===== config.mk =====
export PLATFORM = sky130hd
export DESIGN_NAME = armleocpu_tlb_sa
export DESIGN_NICKNAME = d
export VERILOG_FILES = /design/src/rtl/armleocpu_tlb_sa.sv
export SDC_FILE = /design/constraint.sdc
export NUM_CORES = 1
export LEC_CHECK = 0
export CAP_MARGIN = 15
export CELL_PAD_IN_SITES_DETAIL_PLACEMENT = 1
export CELL_PAD_IN_SITES_GLOBAL_PLACEMENT = 1
export CORE_AREA = 2 2 357 447
export DETAILED_ROUTE_END_ITERATION = 6
export DIE_AREA = 0 0 359 449
export HOLD_SLACK_MARGIN = 0.1
export PLACE_DENSITY_LB_ADDON = 0.1
export RECOVER_POWER = 100
export SYNTH_ARGS = -nofsm -noshare
export SYNTH_HDL_FRONTEND = slang
export SYNTH_SLANG_ARGS = --single-unit

===== constraint.sdc =====
create_clock -name clk -period 6.7 [get_ports clk]
set_input_delay 1.34 -clock clk [delete_from_list [all_inputs] [get_ports clk]]
set_output_delay 1.34 -clock clk [all_outputs]
set_load 0.02 [all_outputs]

===== src/rtl/armleocpu_tlb_sa.sv =====
// Set-associative TLB: per-set round-robin replacement, single-cycle lookup,
// per-VPN invalidate, and a sequential whole-table flush (one set per cycle).
module armleocpu_tlb_sa #(
  parameter int ENTRIES_W = 4,
  parameter int WAYS_W    = 1
) (
  input  logic        clk,
  input  logic        rst,
  input  logic        enable,
  input  logic        resolve,
  input  logic [19:0] virtual_address,
  input  logic        write,
  input  logic [19:0] virtual_address_w,
  input  logic [7:0]  accesstag_w,
  input  logic [21:0] phys_w,
  input  logic        invalidate,
  input  logic        invalidate_va,
  output logic        done,
  output logic        miss,
  output logic [7:0]  accesstag_r,
  output logic [21:0] phys_r,
  output logic        busy
);

  localparam int SETS  = 1 << ENTRIES_W;
  localparam int WAYS  = 1 << WAYS_W;
  localparam int TAG_W = 20 - ENTRIES_W;
  // Way index needs at least one bit even for a direct-mapped table
  localparam int WI_W  = (WAYS_W < 1) ? 1 : WAYS_W;

  typedef enum logic {IDLE, FLUSH} state_t;

  state_t                 state_q, state_d;
  logic [ENTRIES_W-1:0]   flush_cnt_q, flush_cnt_d;

  logic                   valid_q  [SETS][WAYS];
  logic [TAG_W-1:0]       tag_q    [SETS][WAYS];
  logic [7:0]             atag_q   [SETS][WAYS];
  logic [21:0]            ppn_q    [SETS][WAYS];
  logic [WI_W-1:0]        victim_q [SETS];

  logic [ENTRIES_W-1:0]   r_set, w_set;
  logic [TAG_W-1:0]       r_tag, w_tag;
  logic                   r_hit;
  logic [7:0]             r_atag;
  logic [21:0]            r_ppn;
  logic [WAYS-1:0]        w_hit_vec;
  logic                   w_match, w_free, w_bump;
  logic [WI_W-1:0]        w_match_way, w_free_way, w_way, victim_nxt;
  logic                   accept;

  assign busy   = (state_q == FLUSH);
  assign accept = resolve && !busy;
  assign r_set  = virtual_address[ENTRIES_W-1:0];
  assign r_tag  = virtual_address[19:ENTRIES_W];
  assign w_set  = virtual_address_w[ENTRIES_W-1:0];
  assign w_tag  = virtual_address_w[19:ENTRIES_W];

  // Lookup: descending scan so the lowest matching way wins
  always_comb begin
    r_hit  = 1'b0;
    r_atag = 8'h00;
    r_ppn  = 22'h0;
    for (int i = WAYS - 1; i >= 0; i--) begin
      if (valid_q[r_set][i] && tag_q[r_set][i] == r_tag) begin
        r_hit  = 1'b1;
        r_atag = atag_q[r_set][i];
        r_ppn  = ppn_q[r_set][i];
      end
    end
  end

  // Fill-way selection: matching way, else lowest invalid way, else victim
  always_comb begin
    w_hit_vec   = '0;
    w_match     = 1'b0;
    w_free      = 1'b0;
    w_match_way = '0;
    w_free_way  = '0;
    for (int i = WAYS - 1; i >= 0; i--) begin
      if (valid_q[w_set][i] && tag_q[w_set][i] == w_tag) begin
        w_hit_vec[i] = 1'b1;
        w_match      = 1'b1;
        w_match_way  = WI_W'(i);
      end
      if (!valid_q[w_set][i]) begin
        w_free     = 1'b1;
        w_free_way = WI_W'(i);
      end
    end
    w_bump     = !w_match && !w_free;
    w_way      = w_match ? w_match_way : (w_free ? w_free_way : victim_q[w_set]);
    victim_nxt = (WAYS_W == 0) ? '0 : victim_q[w_set] + 1'b1;
  end

  // Flush FSM next-state: sweep sets 0..SETS-1, counter wraps on exit
  always_comb begin
    state_d     = state_q;
    flush_cnt_d = flush_cnt_q;
    case (state_q)
      IDLE: begin
        if (invalidate) begin
          state_d     = FLUSH;
          flush_cnt_d = '0;
        end
      end
      FLUSH: begin
        flush_cnt_d = flush_cnt_q + 1'b1;
        if (flush_cnt_q == ENTRIES_W'(SETS - 1)) state_d = IDLE;
      end
      default: state_d = FLUSH;
    endcase
  end

  // FSM state register; reset (re)starts a flush from set 0
  always_ff @(posedge clk) begin
    if (rst) begin
      state_q     <= FLUSH;
      flush_cnt_q <= '0;
    end else begin
      state_q     <= state_d;
      flush_cnt_q <= flush_cnt_d;
    end
  end

  // Table update: flush > invalidate > invalidate_va > write
  always_ff @(posedge clk) begin
    if (!rst) begin
      if (state_q == FLUSH) begin
        for (int i = 0; i < WAYS; i++) valid_q[flush_cnt_q][i] <= 1'b0;
        victim_q[flush_cnt_q] <= '0;
      end else if (invalidate) begin
        // flush begins next cycle; nothing else lands this cycle
      end else if (invalidate_va) begin
        for (int i = 0; i < WAYS; i++)
          if (w_hit_vec[i]) valid_q[w_set][i] <= 1'b0;
      end else if (write) begin
        valid_q[w_set][w_way] <= 1'b1;
        tag_q[w_set][w_way]   <= w_tag;
        atag_q[w_set][w_way]  <= accesstag_w;
        ppn_q[w_set][w_way]   <= phys_w;
        if (w_bump) victim_q[w_set] <= victim_nxt;
      end
    end
  end

  // Lookup response register: one-cycle done pulse with result
  always_ff @(posedge clk) begin
    if (rst) begin
      done        <= 1'b0;
      miss        <= 1'b0;
      accesstag_r <= 8'h00;
      phys_r      <= 22'h0;
    end else begin
      done <= accept;
      if (accept) begin
        if (!enable) begin
          miss        <= 1'b0;
          accesstag_r <= 8'h00;
          phys_r      <= {2'b00, virtual_address};
        end else begin
          miss        <= !r_hit;
          accesstag_r <= r_atag;
          phys_r      <= r_ppn;
        end
      end
    end
  end

endmodule


---- Yosys cells after proc, flatten, opt, wreduce, memory -nomap -nowiden ----
Memories as Yosys holds them, arrays and structs flattened.
Index checks and enable logic that the tools add are counted.
cells by class
  $mul .................................... 0
  mux-type cells .......................... 70
  $add $sub $neg .......................... 2
  div/mod/pow operators ................... 0
  eq/ne operators ......................... 6
  order comparisons ....................... 2
  reduce and logical (&&, ||, !) cells .... 13
  shifts and indexed selects .............. 0
  bitwise logic cells ..................... 4
operators with widths
  kind                 count
  $mux 22              4
  $eq 16x16->1         4
  $mux 1               46
  $mux 44              1
  $mux 16              2
  $mux 32              1
  $mux 8               4
  $demux 22 s1         1
  $demux 16 s1         1
  $mux 4               3
  $demux 8 s1          1
  $pmux 4 s2           1
  $logic_and 1x1->1    7
  $mux 2               3
  $add 4x1->4 const B  1
  $eq 4x4->1 const B   1
  $logic_not 1->1      4
  $ge 2x2->1 const B   1
  $lt 2x1->1 const B   1
  $ne 2x2->1 const B   1
  $not 1->2            1
  $or 1x1->1           2
  $pmux 1 s2           1
  $reduce_or 2->1      1
  other kinds (4)      4
word-level totals
  latch bits .............................. 0
  logic and storage cells ................. 108
  memories kept ........................... 5
  RAM bits ................................ 1,520
  memory bits (read-only) ................. 0
  register bits ........................... 37
memory list
  memory    depth  bits a word  rd ports  clocked after memory_dff  write ports  RTL line  source
  ppn_q     16     44           1         0                         1            39        logic [21:0] ppn_q [SETS][WAYS];
  tag_q     16     32           2         0                         1            37        logic [TAG_W-1:0] tag_q [SETS][WAYS];
  atag_q    16     16           1         0                         1            38        logic [7:0] atag_q [SETS][WAYS];
  valid_q   16     2            2         0                         1            36        logic valid_q [SETS][WAYS];
  victim_q  16     1            1         0                         1            40        logic [WI_W-1:0] victim_q [SETS];

---- Longest topological paths before layout ----
Gate-level depths: netlist of the first run.
An unclocked memory read counts as a cell.
  depth in word-level cells ............... 16
  gate-level depth with buffers ........... 16

---- Worst setup path before layout of the first run ----
OpenSTA, ideal clock, no wires.
  path type ............................... input -> register
  start ................................... input virtual_address_w[0]
  end ..................................... memory atag_q[3][10] in the netlist's numbering, enable pin
  arrival time ............................ 5.959 ns
  stages on the path ...................... 13
  path slack .............................. 0.292 ns
  cells stage by stage .................... buf_2 buf_4 buf_4 buf_2 mux4_2 mux4_2 inv_1 a21boi_0 a31o_2 o21ai_1 nand2_1 clkbuf_1 nor2_1
between the ends
  word-level cells in the longest chain between the ends .. 12
  elaborated cells between the ends (all ways) .. 22
  those cells by class .................... 2 x order compare; 2 x eq/ne; 11 x mux; 1 x bitwise; 3 x reduce/logical; 3 x memory
RTL lines
  element                                                                RTL line  source
  start: declaration                                                     13        input logic [19:0] virtual_address_w,
  $mem_v2 16x32                                                          --
  $eq 16x16->1                                                           81        if (valid_q[w_set][i] && tag_q[w_set][i] == w_tag) begin
  $logic_and 1x1->1                                                      81
  $mux 1 (2 in series)                                                   81
  $mux 1                                                                 92        w_way = w_match ? w_match_way : (w_free ? w_free_way : victim_q[w_set]);
  $not 1->2 (implied by the code)                                        140       atag_q[w_set][w_way] <= accesstag_w;
  $ge 2x2->1 (implied by the code) / $lt 2x1->1 (equally long branches)  140
  $logic_and 1x1->1 (implied by the code)                                140
  $mux 8 (implied by the code)                                           140
  $demux 8 s1                                                            140
  $mux 16 (implied by the code)                                          140
  end: declaration                                                       38
Parallel ways exist; a longest one is shown, timed or not.

---- Final worst setup path of the first run ----
  start ................................... input virtual_address_w[10]
  end ..................................... memory ppn_q[5][43] in the netlist's numbering, enable pin
between the ends
  word-level cells in the longest chain between the ends .. 11
  elaborated cells between the ends (all ways) .. 15
  those cells by class .................... 2 x order compare; 2 x eq/ne; 7 x mux; 1 x bitwise; 3 x reduce/logical
RTL lines
  element                                                                RTL line  source
  $eq 16x16->1                                                           81
  $logic_and 1x1->1                                                      81
  $mux 1 (2 in series)                                                   81
  $mux 1 *                                                               92
  $not 1->2 (implied by the code) *                                      141       ppn_q[w_set][w_way] <= phys_w;
  $ge 2x2->1 (implied by the code) / $lt 2x1->1 (equally long branches)  141
  $logic_and 1x1->1 (implied by the code)                                141
  $mux 22 (implied by the code)                                          141
  $demux 22 s1 *                                                         141
  $mux 44 (implied by the code) *                                        141
  end: declaration                                                       39
Every way passes the cells marked *; elsewhere a longest branch is shown, timed or not.

==> results of run 1 <==
[worst min-delay path: cells and delay by family, from the launching register on]
kind               cells  cell delay, ns
DFF                    1            0.31
and+or+nand+nor        1            0.05
AOI/OAI and AO/OA      1            0.05
[cells by family (layout without fill, tap and decap cells)]
group	Yosys count	in the layout
XOR/XNOR	50	50
AO/OA/AOI/OAI	269	269
buffers and inverters	216	649
AND/OR/NAND/NOR	379	379
other	0	2
flip-flops	1557	1557
adder cells (fa/ha/maj)	1	1
multiplexers	678	678
[power by group]
group / total, mW / switching [mW] / leakage (nW) / internal (mW)
Clock: 9.20 / 3.83 / 2.61 / 5.37
Combinational: 1.27 / 0.764 / 7.30 / 0.506
Sequential: 10.7 / 0.00584 / 14.0 / 10.7
[per-stage QoR]
step                      util, %  hold slack (ns)  cells  total power, mW
after CTS                   48.69           0.4540   5630            21.33
after global placement      45.27           0.4403   5337            12.17
final                       48.50           0.4518   5647            21.16
after detailed placement    45.29           0.4451   5339            12.18
after floorplan                 -           0.5304   3150            11.61
after global routing        48.50           0.4763   5647            21.71
[registers in the layout (all words and copies together) (netlist names)]
signal,flops
ppn_q,704
tag_q,512
atag_q,256
valid_q,32
phys_r,22
victim_q,16
accesstag_r,8
flush_cnt_q,4
busy,1
done,1
miss,1
[cell usage in the layout, fill, tap and decap left out, types with 48 or more instances in the layout]
master | netlist | routed
buf_12 | 0 | 83
buf_4 | 22 | 81
clkbuf_1 | 96 | 97
clkbuf_16 | 0 | 164
dlygate4sd3_1 | 0 | 77
edfxtp_1 | 1520 | 1520
mux2i_1 | 106 | 106
mux4_2 | 553 | 553
nand2_1 | 75 | 75
nor2_1 | 73 | 48
o21ai_0 | 34 | 62
[layout make-up]
class,instances,share of cell area (%)
clock buffers,190,5.562
flip-flops and latches,1557,60.83
diodes,2,0.006563
multi-input cells,1377,23.95
inverters,10,0.04922
repair buffers,348,4.776
well taps,2062,3.383
clock inverters,101,1.449
[worst paths after layout]
kind / from / endpoint / slack [ns] / cells past startpoint
worst max-delay path: virtual_address_w[10] / ppn_q[5][43] / 0.70 / 11
worst min-delay path: accesstag_r[1] / accesstag_r[1] / 0.45 / 2
worst max register to register: tag_q[11][22] / accesstag_r[3] / 1.93 / 9
worst min register to register: accesstag_r[1] / accesstag_r[1] / 0.45 / 2
[routing by layer]
metal	share of wire, %	vias to the layer above	routed length, microns	track usage [%]
met5	0	-	0	0
met1	40	19500	83640	34.76
li1	-	14060	-	-
met3	5.9	369	12460	3.810
met2	51	1563	106700	44.58
met4	3.9	0	8178	9.698
==> out/results.ini, run 1 <==
[layout]
area_growth_pct = 16.49
drive_above_1_share_pct = 28.89
fin_area_sq_mm = 0.07626
multiInputGateArea_sq_mm = 0.01826
fill_cells = 14060
seq_area_sq_mm = 0.04638
nNetsFinal = 3531

[synth]
synth_top_family_by_area = multiplexers
seq_area_frac_synth_pct = 70.86
ys.warnings.count = 0
synth-xor-area-share_pct = 0.6690
synthTopCellsByCount = 1520 x edfxtp_1, 553 x mux4_2, 106 x mux2i_1
synthAdderAreaFrac_pct = 0.01911
synth_top_area_cell = edfxtp_1
synth_compound_area_share_pct = 2.875
syn_avg_cell_area_sq_um = 20.78
syn_area_sq_mm = 0.06546
synth_flop_cell = edfxtp_1
synth_most_common_cell = edfxtp_1
synthSimpleGateAreaFrac_pct = 3.073
synth_top_area_share_pct = 69.73
ys_ff_latch = 1557
netlist_instances = 3150
synth_edf_count = 1520
synthArstFlopShare_pct = 0
synth_area_leaders = edfxtp_1 70%, mux4_2 19%, mux2i_1 1.6%, dfxtp_1 1.1%, clkbuf_1 0.55%
synth_fp_nets = 3228
synth_mux_area_share_pct = 20.97
synth_cell_type_count = 71

[setup_path]
path_delay_family = buffers and inverters
cp-end-kind = flip-flop
cp.required_ns = 7.18
path_common_cell = buf_12
crit_fanout = 36
arrival_ns = 6.48
crit_path_start_kind = input pin
slowest_delay_ns = 1.49
crit_chain = clkdlybuf4s50_1, clkbuf_1, nor3_1, a211oi_1, a32oi_1, a2111o_1, o21ai_1, nand2_1, buf_12, nor2_4, buf_12
path_buf_inv = 4
critPathSlowestCell = clkbuf_1
criticalPathCategory = input pin to flip-flop

[sta]
timing.final.ws_setup_ns = 0.6971
tns_ns = 0
min_period_over_period_pct = 89.60
max_slew.worst_pin.slew_ns = 2.161
final_max_slew_viol_count = 345
min_period_ns = 6.003
slew_headroom_pct = -44.09
finalSetupViolCount = 0
clock_skew_ns = 0.03781
rsz0062_at_grt = false
hold_viol_final = 0
fmax_mhz = 166.6

[cts]
numCtsBuffers = 159
htree_num_levels = 4
cts_tree = yes
hold_buffers = 0
cts.sinks = 1557
cts_setup_buffers = 0
clk_latency_ns = 0.81
cts_root_buf = clkbuf_16
clk_pin_slew_ns = 0.06
cts.path.max_buffers = 3
cts_resized = 0

[place]
place_area_sq_mm = 0.07121
gp_congestion = 0.9562
dp_hpwl_mm = 135.7
port_buffers = 109
pre_cts_slack_ns = 0.5201

[floorplan]
core_area_sq_mm = 0.1572
dieHeight_microns = 449
initial_core_util_pct = 41.63
dieArea_sq_mm = 0.1612
num_rows = 163
ios = 110
die_w_microns = 359

[power]
peakVddDrop_v = 0.0003110
power.density_mw_per_mm2 = 277.5
leakagePower_nw = 23.95

[grt]
grt_pass1_wl_mm = 298.5
antenna_found_initial = 16
grt_max_degree = 112
grt_pass1_vias = 37610
grt_usage_pct = 26.35
overflow = 0

[job]
cap_violations = 10

[outcome]
status = finished with violations
violations = max-capacitance violations, max-slew violations

[route]
wl_per_cell_microns = 37.36
vias = 35500
antenna_left = 0
drc = 0
drt_wl_total_mm = 211.0
viasPerCell = 6.286
drt_first_pass_iters = 5
first_iter_violations = 3977

[hold_path]
hp-class = flip-flop to flip-flop

No activity file was read; power rests on OpenSTA's default activity.
==> run 2: changes to the inputs <==
- CORE_AREA: 2 2 357 447 -> 2 2 324 406
- DIE_AREA: 0 0 359 449 -> 0 0 326 408
- DONT_BUFFER_PORTS: unset -> 1
==> run 2 against run 1 <==
Against the previous run:
- the run still ends with max-capacitance violations, max-slew violations left
- first-iteration DRC count down 11%
- sequential power about the same
- cell count down 11%
- clock-buffer cell count up 25
- global-route usage up 2.5 points
- sequential share of layout area up 3.1 points
- hold slack better by 0.10 ns
- register-to-register slack worse by 0.74 ns
- fmax down 3.2%
- setup slack worse by 0.20 ns
- total power down 4.2%
==> out/results.ini, run 2 (synthesis results as in run 1) <==
[outcome]
status = finished with violations
violations = max-capacitance violations, max-slew violations

[setup_path]
r2r_slack_ns = 1.19  ; -0.74 ns
path_buf_inv = 2  ; -2
path_delay_family = compound AO/OA/AOI/OAI gates
arrival_ns = 6.49  ; about the same
critPathSlowestCell = mux4_2
reg2reg_depth = 10  ; +1
criticalPathCategory = input pin to flip-flop
slowest_delay_ns = 0.69  ; -0.80 ns
crit_path_start_kind = input pin
crit_fanout = 203  ; +460%
crit_chain = mux4_2, mux2i_1, xnor2_1, a2111oi_0, a32oi_1, a2111o_1, or2_2, nand3_1, clkbuf_1, nor2_4, clkbuf_4
reg2reg_to = tag_q[15][1]
cp.required_ns = 6.99  ; -0.19 ns
crit_cells = 11  ; unchanged
reg2reg_from = tag_q[3][4]
cp-end-kind = flip-flop

[route]
drc = 0  ; unchanged
antenna_left = 0  ; unchanged
wl_per_cell_microns = 37.44  ; +0.20%
vias = 33750  ; -4.9%
viasPerCell = 6.700  ; +6.6%
first_iter_violations = 3548  ; -11%
drt_wl_total_mm = 188.6  ; -11%
drt_first_pass_iters = 6  ; +1

[power]
leakagePower_nw = 22.48  ; -6.1%
total_power_mw = 20.28  ; -4.2%
power.density_mw_per_mm2 = 279.6  ; +0.74%
peakVddDrop_v = 0.0002679  ; -14%

[layout]
area_growth_pct = 10.83
drive_above_1_share_pct = 27.27  ; -1.6 points
nNetsFinal = 3257  ; -7.8%
layout_common_cells = 1520 x edfxtp_1, 553 x mux4_2, 163 x clkbuf_16
utilization_pct = 56.05  ; +7.6 points
largest_reg_flops = 704  ; unchanged
largest-register = ppn_q
final_common_cell = edfxtp_1
reg.largest.list = ppn_q: 704 flops, tag_q: 512 flops, atag_q: 256 flops

[floorplan]
dieArea_sq_mm = 0.1330  ; -17%
ios = 110  ; unchanged
die_w_microns = 326  ; -9.2%
num_rows = 148  ; -9.2%
dieHeight_microns = 408  ; -9.1%
initial_core_util_pct = 50.57  ; +8.9 points
core_area_sq_mm = 0.1294  ; -18%

[sta]
min_period_ns = 6.199  ; +0.1965 ns
slew_headroom_pct = -69.53  ; -25 points
clock_skew_ns = 0.02511  ; -0.01270 ns
tns_ns = 0  ; unchanged
fmax_mhz = 161.3  ; -3.2%
min_period_over_period_pct = 92.53  ; +2.9 points
whs_ns = 0.5533  ; +0.1014 ns
final_max_slew_viol_count = 98  ; -72%
rsz0062_at_grt = false
finalSetupViolCount = 0  ; unchanged
hold_viol_final = 0  ; unchanged
max_slew.worst_pin.slew_ns = 2.543  ; +0.3815 ns

[cts]
cts.sinks = 1557  ; unchanged
cts_tree = yes
cts.path.max_buffers = 3  ; unchanged
hold_buffers = 0  ; unchanged
numCtsBuffers = 157  ; -1.3%
cts_setup_buffers = 0  ; unchanged
clk_pin_slew_ns = 0.06  ; about the same
clk_latency_ns = 0.80  ; about the same
htree_num_levels = 4  ; unchanged
cts_root_buf = clkbuf_16
cts_resized = 0  ; unchanged

[place]
port_buffers = 0  ; -100%
gp_congestion = 0.8598  ; -10%
dp_hpwl_mm = 104.6  ; -23%

[hold_path]
min-delay-start = phys_r[20]
hp-class = flip-flop to flip-flop
holdPathStages = 2  ; unchanged
hold-path-endpoint = phys_r[20]

[job]
cap_violations = 4  ; -6

[grt]
grt_usage_pct = 28.88  ; +2.5 points
met2_usage_pct = 48.35  ; +3.8 points
overflow = 0  ; unchanged
busiest_layer = met2
met3_usage_pct = 5.446  ; +1.6 points
grt_max_degree = 375  ; +230%
met1_usage_pct = 37.15  ; +2.4 points
grt_pass1_vias = 36130  ; -3.9%
grt_pass1_wl_mm = 271.2  ; -9.1%
antenna_found_initial = 7  ; -9

[run 2: how the worst max path moves through the flow]
stage	from	end	slack [ns]
3_5_place_dp	virtual_address_w[0]	ppn_q[8][0]	0.65
4_1_cts	virtual_address_w[0]	ppn_q[0][5]	1.51
2_1_floorplan	virtual_address_w[0]	atag_q[3][10]	0.29
3_3_place_gp	virtual_address_w[0]	ppn_q[8][0]	0.67
5_1_grt	virtual_address_w[0]	ppn_q[14][5]	0.59
6_report	virtual_address_w[0]	tag_q[15][1]	0.50
[run 2: through the flow]
step | cell area, sq um | std cells | worst slack, ns
final | 72550 | 5038 | 0.5006
after global routing | 72540 | 5033 | 0.5908
after CTS | 72890 | 5033 | 1.510
after detailed placement | 67730 | 4745 | 0.6463
after global placement | 67730 | 4745 | 0.6721
after floorplan | 65460 | 3150 | 0.2917
[run 2: routing by layer]
layer  part of all wire (%)  vias up
met4                    4.4        2
met1                     37    18380
met3                    7.5      399
met5                 0.0058        -
li1                       -    13480
met2                     51     1494
[run 2: cell type report]
| type | count | area (sq um) |
|---|---|---|
| flip-flops and latches | 1557 | 46380 |
| diodes | 5 | 12.51 |
| fillers | 10870 | 56890 |
| clock buffers | 215 | 4354 |
| clock inverters | 73 | 813.3 |
| multi-input cells | 1377 | 18200 |
| inverters | 10 | 37.54 |
| repair buffers | 76 | 596.8 |
| well taps | 1725 | 2158 |
[run 2: power by group]
part / leakage [nW] / internal [mW] / switching, mW / total (mW)
Sequential: 14.0 / 10.7 / 0.00595 / 10.7
Combinational: 5.94 / 0.439 / 0.278 / 0.717
Clock: 2.51 / 5.17 / 3.71 / 8.88
Total: 22.5 / 16.3 / 3.99 / 20.3
[run 2: worst register-to-register path, stage by stage, from the launching register on]
cell      delay [ns]
edfxtp_1        0.40
mux4_2          0.49
mux4_2          0.48
xnor2_1         0.27
nand3_1         0.19
nor4_1          0.64
a31o_2          0.29
nand3_1         0.62
clkbuf_1        0.52
nor2_4          0.19
clkbuf_4        0.87
